$ cat src/rtl/vga_timing_gen.sv
// 640x480@60 VGA raster timing: pixel-rate enable, syncs, active flag and 1-based coordinates.
// Optional frame counter port o_frame_cnt is built when VGA_FRAME_CNT_EN is defined.
module vga_timing_gen #(
   parameter int CLK_DIV  = 4,
   parameter int H_ACTIVE = 640,
   parameter int H_FP     = 16,
   parameter int H_SYNC   = 96,
   parameter int H_BP     = 48,
   parameter int V_ACTIVE = 480,
   parameter int V_FP     = 10,
   parameter int V_SYNC   = 2,
   parameter int V_BP     = 33,
   parameter int SYNC_NEG = 1
) (
   input  logic        i_clk,
   input  logic        i_rst_n,
   output logic        o_pix_en,
   output logic        o_hsync,
   output logic        o_vsync,
   output logic        o_active,
   output logic [10:0] o_x,
   output logic [9:0]  o_y,
   output logic        o_frame_start
`ifdef VGA_FRAME_CNT_EN
  ,output logic [15:0] o_frame_cnt
`endif
);

   localparam int H_TOTAL  = H_ACTIVE + H_FP + H_SYNC + H_BP;
   localparam int V_TOTAL  = V_ACTIVE + V_FP + V_SYNC + V_BP;
   localparam int HW       = $clog2(H_TOTAL);
   localparam int VW       = $clog2(V_TOTAL);
   localparam int DW       = $clog2(CLK_DIV);
   localparam int H_SYNC_S = H_ACTIVE + H_FP;
   localparam int V_SYNC_S = V_ACTIVE + V_FP;

   function automatic logic sync_level(input logic in_sync);
      return (SYNC_NEG != 0) ? ~in_sync : in_sync;
   endfunction

   function automatic logic h_in_sync(input logic [HW-1:0] h);
      return (int'(h) >= H_SYNC_S) && (int'(h) < H_SYNC_S + H_SYNC);
   endfunction

   function automatic logic v_in_sync(input logic [VW-1:0] v);
      return (int'(v) >= V_SYNC_S) && (int'(v) < V_SYNC_S + V_SYNC);
   endfunction

   logic [DW-1:0] div_cnt_q, div_cnt_d;
   logic [HW-1:0] h_cnt_q, h_cnt_d;
   logic [VW-1:0] v_cnt_q, v_cnt_d;
   logic          pix_en_q, pix_en_d;
   logic          hsync_q, hsync_d;
   logic          vsync_q, vsync_d;
   logic          active_q, active_d;
   logic [10:0]   x_q, x_d;
   logic [9:0]    y_q, y_d;
   logic          frame_start_q, frame_start_d;
   logic          tick;
   logic          at_origin;
   logic          pix_active;
`ifdef VGA_FRAME_CNT_EN
   logic [15:0]   frame_cnt_q, frame_cnt_d;
   logic          seen_first_q, seen_first_d;
`endif

   always_comb begin
      tick       = (div_cnt_q == DW'(CLK_DIV - 1));
      at_origin  = (h_cnt_q == '0) && (v_cnt_q == '0);
      pix_active = (int'(h_cnt_q) < H_ACTIVE) && (int'(v_cnt_q) < V_ACTIVE);

      div_cnt_d = tick ? '0 : div_cnt_q + DW'(1);

      // Counters step the cycle after the pixel enable, well before the next decode at tick.
      h_cnt_d = h_cnt_q;
      v_cnt_d = v_cnt_q;
      if (pix_en_q) begin
         if (h_cnt_q == HW'(H_TOTAL - 1)) begin
            h_cnt_d = '0;
            v_cnt_d = (v_cnt_q == VW'(V_TOTAL - 1)) ? '0 : v_cnt_q + VW'(1);
         end else begin
            h_cnt_d = h_cnt_q + HW'(1);
         end
      end

      pix_en_d      = tick;
      frame_start_d = tick && at_origin;
      hsync_d       = hsync_q;
      vsync_d       = vsync_q;
      active_d      = active_q;
      x_d           = x_q;
      y_d           = y_q;
      if (tick) begin
         hsync_d  = sync_level(h_in_sync(h_cnt_q));
         vsync_d  = sync_level(v_in_sync(v_cnt_q));
         active_d = pix_active;
         x_d      = pix_active ? 11'(int'(h_cnt_q) + 1) : '0;
         y_d      = pix_active ? 10'(int'(v_cnt_q) + 1) : '0;
      end

`ifdef VGA_FRAME_CNT_EN
      // The first frame start after reset opens frame 0; later ones close a frame.
      frame_cnt_d  = frame_cnt_q;
      seen_first_d = seen_first_q;
      if (tick && at_origin) begin
         seen_first_d = 1'b1;
         if (seen_first_q) frame_cnt_d = frame_cnt_q + 16'd1;
      end
`endif
   end

   always_ff @(posedge i_clk or negedge i_rst_n) begin
      if (!i_rst_n) begin
         div_cnt_q     <= '0;
         h_cnt_q       <= '0;
         v_cnt_q       <= '0;
         pix_en_q      <= 1'b0;
         hsync_q       <= sync_level(1'b0);
         vsync_q       <= sync_level(1'b0);
         active_q      <= 1'b0;
         x_q           <= '0;
         y_q           <= '0;
         frame_start_q <= 1'b0;
      end else begin
         div_cnt_q     <= div_cnt_d;
         h_cnt_q       <= h_cnt_d;
         v_cnt_q       <= v_cnt_d;
         pix_en_q      <= pix_en_d;
         hsync_q       <= hsync_d;
         vsync_q       <= vsync_d;
         active_q      <= active_d;
         x_q           <= x_d;
         y_q           <= y_d;
         frame_start_q <= frame_start_d;
      end
   end

`ifdef VGA_FRAME_CNT_EN
   always_ff @(posedge i_clk or negedge i_rst_n) begin
      if (!i_rst_n) begin
         frame_cnt_q  <= '0;
         seen_first_q <= 1'b0;
      end else begin
         frame_cnt_q  <= frame_cnt_d;
         seen_first_q <= seen_first_d;
      end
   end

   assign o_frame_cnt = frame_cnt_q;
`endif

   assign o_pix_en      = pix_en_q;
   assign o_hsync       = hsync_q;
   assign o_vsync       = vsync_q;
   assign o_active      = active_q;
   assign o_x           = x_q;
   assign o_y           = y_q;
   assign o_frame_start = frame_start_q;

endmodule

$ cat config.mk
export PLATFORM = sky130hd
export DESIGN_NAME = vga_timing_gen
export DESIGN_NICKNAME = d
export VERILOG_FILES = /design/src/rtl/vga_timing_gen.sv
export SDC_FILE = /design/constraint.sdc
export NUM_CORES = 1
export LEC_CHECK = 0
export CORE_AREA = 2 2 72 74
export CTS_CLUSTER_DIAMETER = 40
export DETAILED_ROUTE_END_ITERATION = 6
export DIE_AREA = 0 0 74 76
export PLACE_DENSITY = 0.79
export SYNTH_ARGS = -nofsm -noshare
export SYNTH_HDL_FRONTEND = slang
export SYNTH_SLANG_ARGS = --single-unit
$ cat constraint.sdc
create_clock -name i_clk -period 1.6 [get_ports i_clk]
set_input_delay 0.16 -clock i_clk [delete_from_list [all_inputs] [get_ports i_clk]]
set_output_delay 0.16 -clock i_clk [all_outputs]
set_load 0.01 [all_outputs]
==> results.py, run 1 <==
metrics = {
    "outcome": {
        "outcome": "finished with violations",
        "violations": "setup timing",
    },
    "die": {
        "std_cell_rows": 26,
        "die_h_um": 76,
        "ios": 28,
        "core-area_mm2": 0.004912,
        "die_x_um": 74,
        "initial_utilization_pct": 47.71,
        "dieArea_mm2": 0.005624,
    },
    "synth": {
        "yosys.area.top_type": "dfrtp_1",
        "synth_area_mm2": 0.002343,
        "syn_inst": 236,
        "synth_seq_area_share_pct": 51.36,
        "yosysTopAreaCellShare_pct": 49.12,
        "postSynthAreaPerCell_um2": 9.930,
        "synth_seq_cells": 48,
        "syn-num-nets": 243,
        "synth_area_leaders": "dfrtp_1, o22ai_1, inv_1",
        "synth_cell_types": 38,
        "ys_warn_count": 0,
    },
    "timing": {
        "finalWorstSetupSlack_ns": -0.009510,
        "rsz0062_at_grt": "yes",
        "whs_ns": 0.3788,
        "fin_crit_sh_pct": 100.6,
        "tightest_slew_ns": 0.5351,
        "period_needed_ns": 1.610,
        "tns_ns": -0.02169,
        "max_freq_mhz": 621.3,
        "setup_violations": 3,
        "final-hold-violation-count": 0,
        "slew_headroom_pct": 64.33,
        "report.final.slew_viol_count": 0,
        "skew_ns": 0.007441,
    },
    "routing": {
        "vias": 1892,
        "wl_per_cell_um": 14.24,
        "finalWirelength_um": 5041,
        "ant_nets": 0,
        "drc": 0,
        "dr.pass1.iters": 4,
        "viasPerCell": 5.345,
        "drt_iter0_markers": 94,
    },
    "layout": {
        "nets": 290,
        "design_area_mm2": 0.002985,
        "num_antenna_cells": 0,
        "mostFrequentLayoutCells": "dfrtp_1, inv_1, buf_4, clkdlybuf4s50_1, o22ai_1",
        "layout_commonest_cell": "dfrtp_1",
        "syn_to_final_growth_pct": 27.39,
        "drive_above_1_share_pct": 18.31,
    },
    "place": {
        "dpl-instance-area_mm2": 0.002850,
        "pre_cts_ws_ns": -0.008515,
        "portBuffers": 27,
        "gp_congestion": 0.9018,
        "post-dp-hpwl_um": 3683,
    },
    "cts": {
        "clkTransAtPathRegs_ns": 0.08,
        "clock_latency_ns": 0.30,
        "cts_buffer_depth": 2,
        "root_buffer": "clkbuf_8",
        "cts_buffers": 5,
        "cts_tree": "done",
        "cts_num_sinks": 48,
        "htree_levels": 2,
    },
    "critical_path": {
        "critPathLaunchType": "flop",
        "worstRegToRegCells": 5,
        "worst-path-max-fanout": 6,
        "critPathSlowestCell": "dfrtp_1",
        "critical_path_arrival_ns": 1.81,
        "r2r-end": "v_cnt_q[6]$_DFFE_PN0P_",
        "rr_startpoint": "h_cnt_q[1]$_DFFE_PN0P_",
        "reg2reg_slack_ns": -0.01,
        "cp_slowest_stage_delay_ns": 0.41,
        "cp_cell_sequence": "ha_4 -> nand4_1 -> nor4_2 -> nand2_2 -> o31ai_1",
        "cp_data_required_time_ns": 1.80,
        "setup.worst_path.class": "flop to flop",
        "end_kind": "flop",
    },
    "min_path": {
        "worstHoldPathType": "input pin to asynchronous set/reset pin",
    },
    "power_and_ir_drop": {
        "p_leak_nw": 1.239,
        "p_total_mw": 1.972,
        "power_density_mw_per_mm2": 660.6,
        "vdd_drop_max_mv": 0.2646,
    },
    "global_routing": {
        "grt_pass1_wl_um": 8921,
        "grt_pass1_vias": 1931,
        "grt_use_total_pct": 19.99,
        "antenna_found_initial": 0,
        "grt_max_degree": 29,
        "gr-total-overflow": 0,
    },
    "job": {
        "max_cap_viol_count": 0,
    },
}
[metal layers]
layer | part of all wire, % | global-route usage (%) | wire, um | vias up
li1 | - | - | - | 909
met1 | 46 | 28.89 | 2296 | 919
met2 | 48 | 31.07 | 2396 | 56
met3 | 5.3 | 3.175 | 267 | 8
met4 | 1.6 | 5.455 | 80 | 0
met5 | 0 | 0 | 0 | -
[flip-flops by register name, indices dropped and copies added, names as in the netlist]
name	flops
o_frame_start	1
h_cnt_q	10
div_cnt_q	2
o_vsync	1
o_x	11
o_y	10
v_cnt_q	10
o_active	1
o_hsync	1
o_pix_en	1
[critical path, delay by kind of cell (launching register included)]
family,cells,cell delay [ns]
simple gates,3,0.72
flops,1,0.41
compound gates,1,0.23
fa+ha+maj,1,0.16
[power by group]
part / switching (mW) / internal, mW / leakage, nW
logic: 0.0246 / 0.00734 / 0.565
registers: 0 / 1.21 / 0.629
clock network: 0.375 / 0.353 / 0.0455
total: 0.400 / 1.57 / 1.24
[final cells by class]
type | count | area (um^2)
Clock buffer | 8 | 90.09
Fill cell | 417 | 1927
Inverter | 29 | 108.9
Multi-Input combinational cell | 141 | 982.2
Sequential cell | 48 | 1204
Tap cell | 70 | 87.58
Timing Repair Buffer | 58 | 513.0
[metrics by stage]
step,util (%),cells
after floorplan,-,236
after global placement,58.02,344
after detailed placement,58.02,344
after CTS,60.19,353
after global routing,60.77,354
final,60.77,354
[worst max-delay path by stage]
stage / slack, ns / cells after the start / startpoint / end
finish: -0.01 / 5 / h_cnt_q[1]$_DFFE_PN0P_ / v_cnt_q[6]$_DFFE_PN0P_
global route: -0.10 / 5 / h_cnt_q[0]$_DFFE_PN0P_ / v_cnt_q[6]$_DFFE_PN0P_
CTS: 0.002 / 5 / h_cnt_q[1]$_DFFE_PN0P_ / v_cnt_q[7]$_DFFE_PN0P_
detailed placement: -0.009 / 5 / h_cnt_q[1]$_DFFE_PN0P_ / v_cnt_q[5]$_DFFE_PN0P_
global placement: 0.04 / 5 / h_cnt_q[1]$_DFFE_PN0P_ / v_cnt_q[7]$_DFFE_PN0P_
floorplan: 0.01 / 5 / h_cnt_q[0]$_DFFE_PN0P_ / v_cnt_q[9]$_DFFE_PN0P_
[logic make-up (layout without fill, tap and decap cells)]
logic type / after synthesis / after routing / share of synthesized area, %
flops: 48 / 48 / 51.36
xor+xnor: 21 / 21 / 7.849
fa+ha+maj: 5 / 5 / 2.670
mux: 1 / 1 / 0.4271
simple gates: 70 / 70 / 17.41
buf+inv: 47 / 95 / 8.436
compound gates: 44 / 44 / 11.85
[repair_timing]
action                                  in CTS  in global routing
endpoints found under the setup margin       3                 11
resized for setup                            2                  6
hold endpoints to repair                    18                  0
setup buffers                                0                  1
pin swaps                                    1                  1
hold buffers                                 1                  0
[cell usage after synthesis, drive strengths merged]
master,number
a21oi,2
a41oi,2
and3,2
and3b,1
and4,3
buf,11
clkbuf,7
dfrtp,46
dfstp,2
ha,5
inv,29
mux2i,1
nand2,15
nand2b,1
nand3,13
nand4,10
nor2,10
nor2b,3
nor3,3
nor4,2
nor4b,2
o21ai,11
o22ai,21
o2bb2ai,2
o31ai,5
o41ai,1
or2,1
or4,4
xnor2,12
xor2,9
Power figures use the tool's default switching activity.
==> inputs of run 2 (changes only) <==
==> config.mk (replaced) <==
export PLATFORM = sky130hd
export DESIGN_NAME = vga_timing_gen
export DESIGN_NICKNAME = d
export VERILOG_FILES = /design/src/rtl/vga_timing_gen.sv
export SDC_FILE = /design/constraint.sdc
export NUM_CORES = 1
export LEC_CHECK = 0
export CORE_AREA = 4 4 78 80
export CTS_CLUSTER_DIAMETER = 40
export DETAILED_ROUTE_END_ITERATION = 6
export DIE_AREA = 0 0 82 84
export PLACE_DENSITY = 0.72
export SKIP_CTS_REPAIR_TIMING = 1
export SYNTH_ARGS = -nofsm -noshare
export SYNTH_HDL_FRONTEND = slang
export SYNTH_SLANG_ARGS = --single-unit
==> results.py, run 2 (same netlist as run 1, synthesis figures left out) <==
metrics = {
    "global_routing": {
        "grt_max_degree": 29,
        "grt_use_total_pct": 15.88,
        "gr-total-overflow": 0,
        "antenna_found_initial": 0,
        "grt_pass1_vias": 1804,
        "grt_pass1_wl_um": 8521,
    },
    "timing": {
        "max_freq_mhz": 611.0,
        "report.final.slew_viol_count": 0,
        "setup_violations": 6,
        "skew_ns": 0.006502,
        "slew_headroom_pct": 66.15,
        "tns_ns": -0.1372,
        "fin_crit_sh_pct": 102.3,
        "whs_ns": 0.3559,
        "finalWorstSetupSlack_ns": -0.03678,
        "tightest_slew_ns": 0.5077,
        "period_needed_ns": 1.637,
        "final-hold-violation-count": 0,
        "rsz0062_at_grt": "yes",
    },
    "power_and_ir_drop": {
        "p_leak_nw": 1.253,
        "p_seq_share_pct": 62.8,
        "p_int_mw": 1.526,
        "switchingPower_uw": 404.0,
        "vdd_drop_max_mv": 0.3181,
        "switching_share_pct": 20.93,
        "pwr-share-clk_pct": 35.6,
        "pwr-share-comb_pct": 1.6,
        "power_density_mw_per_mm2": 642.3,
    },
    "job": {
        "max_cap_viol_count": 0,
    },
    "die": {
        "die_x_um": 82,
        "ios": 28,
        "core-area_mm2": 0.005405,
        "initial_utilization_pct": 43.36,
        "std_cell_rows": 27,
        "dieArea_mm2": 0.006888,
        "die_h_um": 84,
    },
    "routing": {
        "dr.pass1.iters": 4,
        "viasPerCell": 5.224,
        "drt_iter0_markers": 109,
        "ant_nets": 0,
        "wl_per_cell_um": 14.12,
        "vias": 1886,
        "finalWirelength_um": 5098,
        "drc": 0,
    },
    "critical_path": {
        "startpoint": "h_cnt_q[0]$_DFFE_PN0P_",
        "critical_path_arrival_ns": 1.87,
        "worst-path-max-fanout": 3,
        "cp_data_required_time_ns": 1.83,
        "rr_startpoint": "h_cnt_q[0]$_DFFE_PN0P_",
        "reg2reg_slack_ns": -0.04,
        "worstRegToRegCells": 5,
        "r2r-end": "v_cnt_q[7]$_DFFE_PN0P_",
        "end_kind": "flop",
        "setup.worst_path.class": "flop to flop",
        "critPathLaunchType": "flop",
    },
    "cts": {
        "cts_buffer_depth": 2,
        "cts_buffers": 5,
        "cts_num_sinks": 48,
        "clock_latency_ns": 0.30,
        "cts_tree": "done",
        "clkTransAtPathRegs_ns": 0.08,
        "htree_levels": 2,
        "root_buffer": "clkbuf_8",
    },
    "layout": {
        "largest_reg_flops": 11,
        "utilization_pct": 55.60,
        "syn_to_final_growth_pct": 28.24,
        "drive_above_1_share_pct": 19.72,
        "mostFrequentLayoutCells": "dfrtp_1, buf_4, inv_1, clkdlybuf4s50_1, o22ai_1",
        "layout_commonest_cell": "dfrtp_1",
        "num_antenna_cells": 0,
        "regArea_mm2": 0.001206,
        "multi_input_area_um2": 968.4,
        "nets": 295,
        "fin_cells": 361,
        "fillers": 489,
    },
    "outcome": {
        "outcome": "finished with violations",
        "violations": "setup timing",
    },
    "min_path": {
        "worstHoldPathType": "input pin to asynchronous set/reset pin",
    },
    "place": {
        "gp_congestion": 0.8764,
        "placed_cells": 350,
        "post-dp-hpwl_um": 3688,
        "portBuffers": 27,
    },
}
==> run 2: changes by cell type in the layout (fill, tap and decap cells not counted), sizes merged <==
cell / before / now
clkbuf: 8 / 7
buf: 31 / 36
clkinv: 0 / 1
==> run 2: final cells by class <==
cell class	count	share of cell area, %
clock inverter	1	0.1665
clock buffer	7	2.540
timing repair buffer	63	18.32
multi-input combinational	141	32.22
tap	72	2.998
sequential	48	40.13
inverter	29	3.622
==> run 2: power groups by stage <==
stage	clock network (mW)	registers, mW	logic, mW
after floorplan	0	1.24	0.000000364
after global placement	0	1.24	0.0315
after detailed placement	0	1.24	0.0317
after CTS	0.708	1.21	0.0315
after global routing	0.760	1.21	0.0373
final	0.687	1.21	0.0312
==> run 2: worst max-delay path, stage by stage, from the launching register on <==
cell	delay (ns)
dfrtp_1	0.42
ha_4	0.16
nand4_1	0.16
or4_4	0.56
nor2_2	0.13
xor2_1	0.14
==> run 2: worst max path at each step <==
stage	to	cells after the start
finish	v_cnt_q[7]$_DFFE_PN0P_	5
global placement	v_cnt_q[7]$_DFFE_PN0P_	5
floorplan	v_cnt_q[9]$_DFFE_PN0P_	5
detailed placement	v_cnt_q[6]$_DFFE_PN0P_	5
CTS	v_cnt_q[6]$_DFFE_PN0P_	5
global route	v_cnt_q[0]$_DFFE_PN0P_	5
==> run 2: layer usage <==
| metal | track usage, % | share of wire (%) |
|---|---|---|
| met4 | 6.042 | 1.6 |
| met2 | 23.59 | 46 |
| met5 | 0 | 0 |
| met3 | 3.564 | 4.7 |
| met1 | 22.30 | 47 |
==> run 2: metrics by stage <==
step / setup slack [ns] / area, um^2 / power [mW]
after floorplan: 0.01339 / 2356 / 1.237
after global placement: 0.03930 / 2883 / 1.268
after detailed placement: -0.06206 / 2883 / 1.268
after CTS: -0.07135 / 2964 / 1.951
after global routing: -0.1258 / 3005 / 2.010
final: -0.03678 / 3005 / 1.930
==> RTL change: new RTL, config.mk and constraints of run 2 <==
The parameter `SYNC_NEG` goes from 1 to 0.
--- a/src/rtl/vga_timing_gen.sv
+++ b/src/rtl/vga_timing_gen.sv
@@ -11,5 +11,5 @@
    parameter int V_SYNC   = 2,
    parameter int V_BP     = 33,
-   parameter int SYNC_NEG = 1
+   parameter int SYNC_NEG = 0
 ) (
    input  logic        i_clk,
Formal check against the unedited RTL: not equivalent (a bounded check fails within 4 cycles, from zero or initial values and one cycle with i_rst_n low).
==> RTL change against run 2 <==
  * Critical path depth did not move
  * Cell area fell by 3.2%
  * Synthesized cell count fell by 4.7%
  * Synthesized area fell by 2.8%
  * Sequential power barely moved
  * First-iteration DRC count rose by 7.3%
  * Routed wire length fell by 3.0%
  * Sequential cell count did not move
  * Total power fell by 0.43%
  * Setup slack improved by 0.084 ns
  * Largest power group unchanged
==> RTL change: results (changes against run 2) <==
Outcome
  • Status: finished clean

Clocking
  • CTS root buf: clkbuf_8
  • Htree depth: 2 (unchanged)
  • Clock Latency Late Sink: 0.30 ns (about the same)
  • Worst-path clk slew: 0.08 ns (about the same)
  • Max clock buf depth: 2 (unchanged)
  • CTS Buf Count: 5 (unchanged)

Layout
  • Fraction of layout cells with a size suffix above 1: 18.38% (-1.3 points)
  • # nets final: 279 (-5.4%)
  • Fin util: 53.84% (-1.8 points)
  • Max FFs per register: 11 (unchanged)
  • Filler cells: 484 (-1.0%)

STA
  • Layout Skew: 0.005035 ns (-0.001468 ns)
  • Worst-margin pin slew: 0.5142 ns (+0.006455 ns)

Place
  • DP HPWL: 3632 µm (-1.5%)
  • Final Wtd Congestion: 0.9031 (+3.0%)
  • # placed instances: 335 (-4.3%)
  • PortBufs: 27 (unchanged)
  • Place WS: -0.04022 ns (+0.02184 ns)
  • Dpl cell area: 0.002761 mm² (-4.2%)

Synthesis
  • Post-synthesis cell type count: 42 (+11%)
  • Gate Count Post-Synth: 225 (-4.7%)
  • Area contributors post-synth: dfrtp_1, o22ai_1, inv_1
  • Most common library cells after synthesis: dfrtp_1, inv_1, o22ai_1, xnor2_1
  • Sequential share of the synthesized area: 52.75% (+1.4 points)
  • Synth warn: 0 (unchanged)
  • Async S/R FF share, synth: 100.0% (unchanged)
  • Net Count, Synth: 232 (-4.5%)

Detailed routing
  • Initial drt markers: 117 (+7.3%)
  • Drt via density: 5.157 (-1.3%)
  • Total number of vias: 1774 (-5.9%)
  • First-pass DRT Iterations: 4 (unchanged)
  • Total routed wirelength: 4943 µm (-3.0%)

Setup path
  • Worst Path Arrival: 1.78 ns (-0.09 ns)
  • Critical path's top delay family: simple AND/OR/NAND/NOR gates
  • Crit path max fanout: 5 (+2)
  • Crit Path Category: register to register
  • Slowest cell on the critical path: dfrtp_1
  • Worst R2R Start: v_cnt_q[1]
  • Max incr delay on CP: 0.43 ns (-0.13 ns)

Global routing
  • Initial antenna violation count: 0 (unchanged)
  • Pin count of the biggest net entering global routing: 28 (-3.4%)
  • Global Route Usage Sum: 16.00% (+0.13 points)
  • First-pass GRT wire length: 8604 µm (+0.97%)

Power and ir drop
  • VDD IR max: 314.8 µV (-1.0%)
  • Lkg Pwr: 0.001242 µW (-0.84%)
## RTL change: metal layers
| layer | routed length [µm] | GRT usage, % | share of wire (%) | vias to the layer above |
|---|---|---|---|---|
| met1 | 2450 | 23.51 | 50 | 839 |
| li1 | - | - | - | 871 |
| met5 | 0 | 0 | 0 | - |
| met2 | 2173 | 22.85 | 44 | 54 |
| met4 | 97 | 5.891 | 2.0 | 0 |
| met3 | 221 | 3.456 | 4.5 | 10 |
## RTL change: logic make-up (layout without fill, tap and decap cells)
kind of cell    count (synthesis)  count (layout)  share of synthesized area [%]
simple gates                   59              59                          15.28
flops                          48              48                          52.75
buf+inv                        47              94                          8.901
compound gates                 46              46                          12.47
xor+xnor                       18              18                          6.923
fa+ha+maj                       5               5                          2.747
mux                             2               2                         0.9340
## RTL change: path summary, 6_finish.rpt
check | to | slack [ns] | depth (start not counted)
hold / removal | o_y[5] | 0.36 | 2
setup reg to reg | o_y[6] | 0.05 | 5
max in group asynchronous | h_cnt_q[3] | 0.71 | 3
hold reg to reg | div_cnt_q[0] | 0.44 | 1
setup / recovery | o_y[6] | 0.05 | 5
min in group i_clk | div_cnt_q[0] | 0.44 | 1
## RTL change: report_power, final
part	total, µW	internal [µW]	switching (µW)	leakage [µW]
registers	1210	1210	0	0.000634
clock network	679	298	382	0.0000410
logic	31.3	7.33	23.9	0.000568
total	1920	1520	405	0.00124
## RTL change: area by class of cell
class / instances / area share, %
flip-flops and latches: 48 / 41.36
inverters: 31 / 3.998
well taps: 72 / 3.095
repair buffers: 56 / 17.33
clock buffers: 6 / 2.494
multi-input cells: 130 / 31.56
clock inverters: 1 / 0.1720
## RTL change: worst register-to-register path, cell delays in order (launching register included)
cell	delay, ns
dfrtp_1	0.43
ha_1	0.23
nand3_2	0.14
or3_1	0.40
and2_1	0.18
o22ai_1	0.10
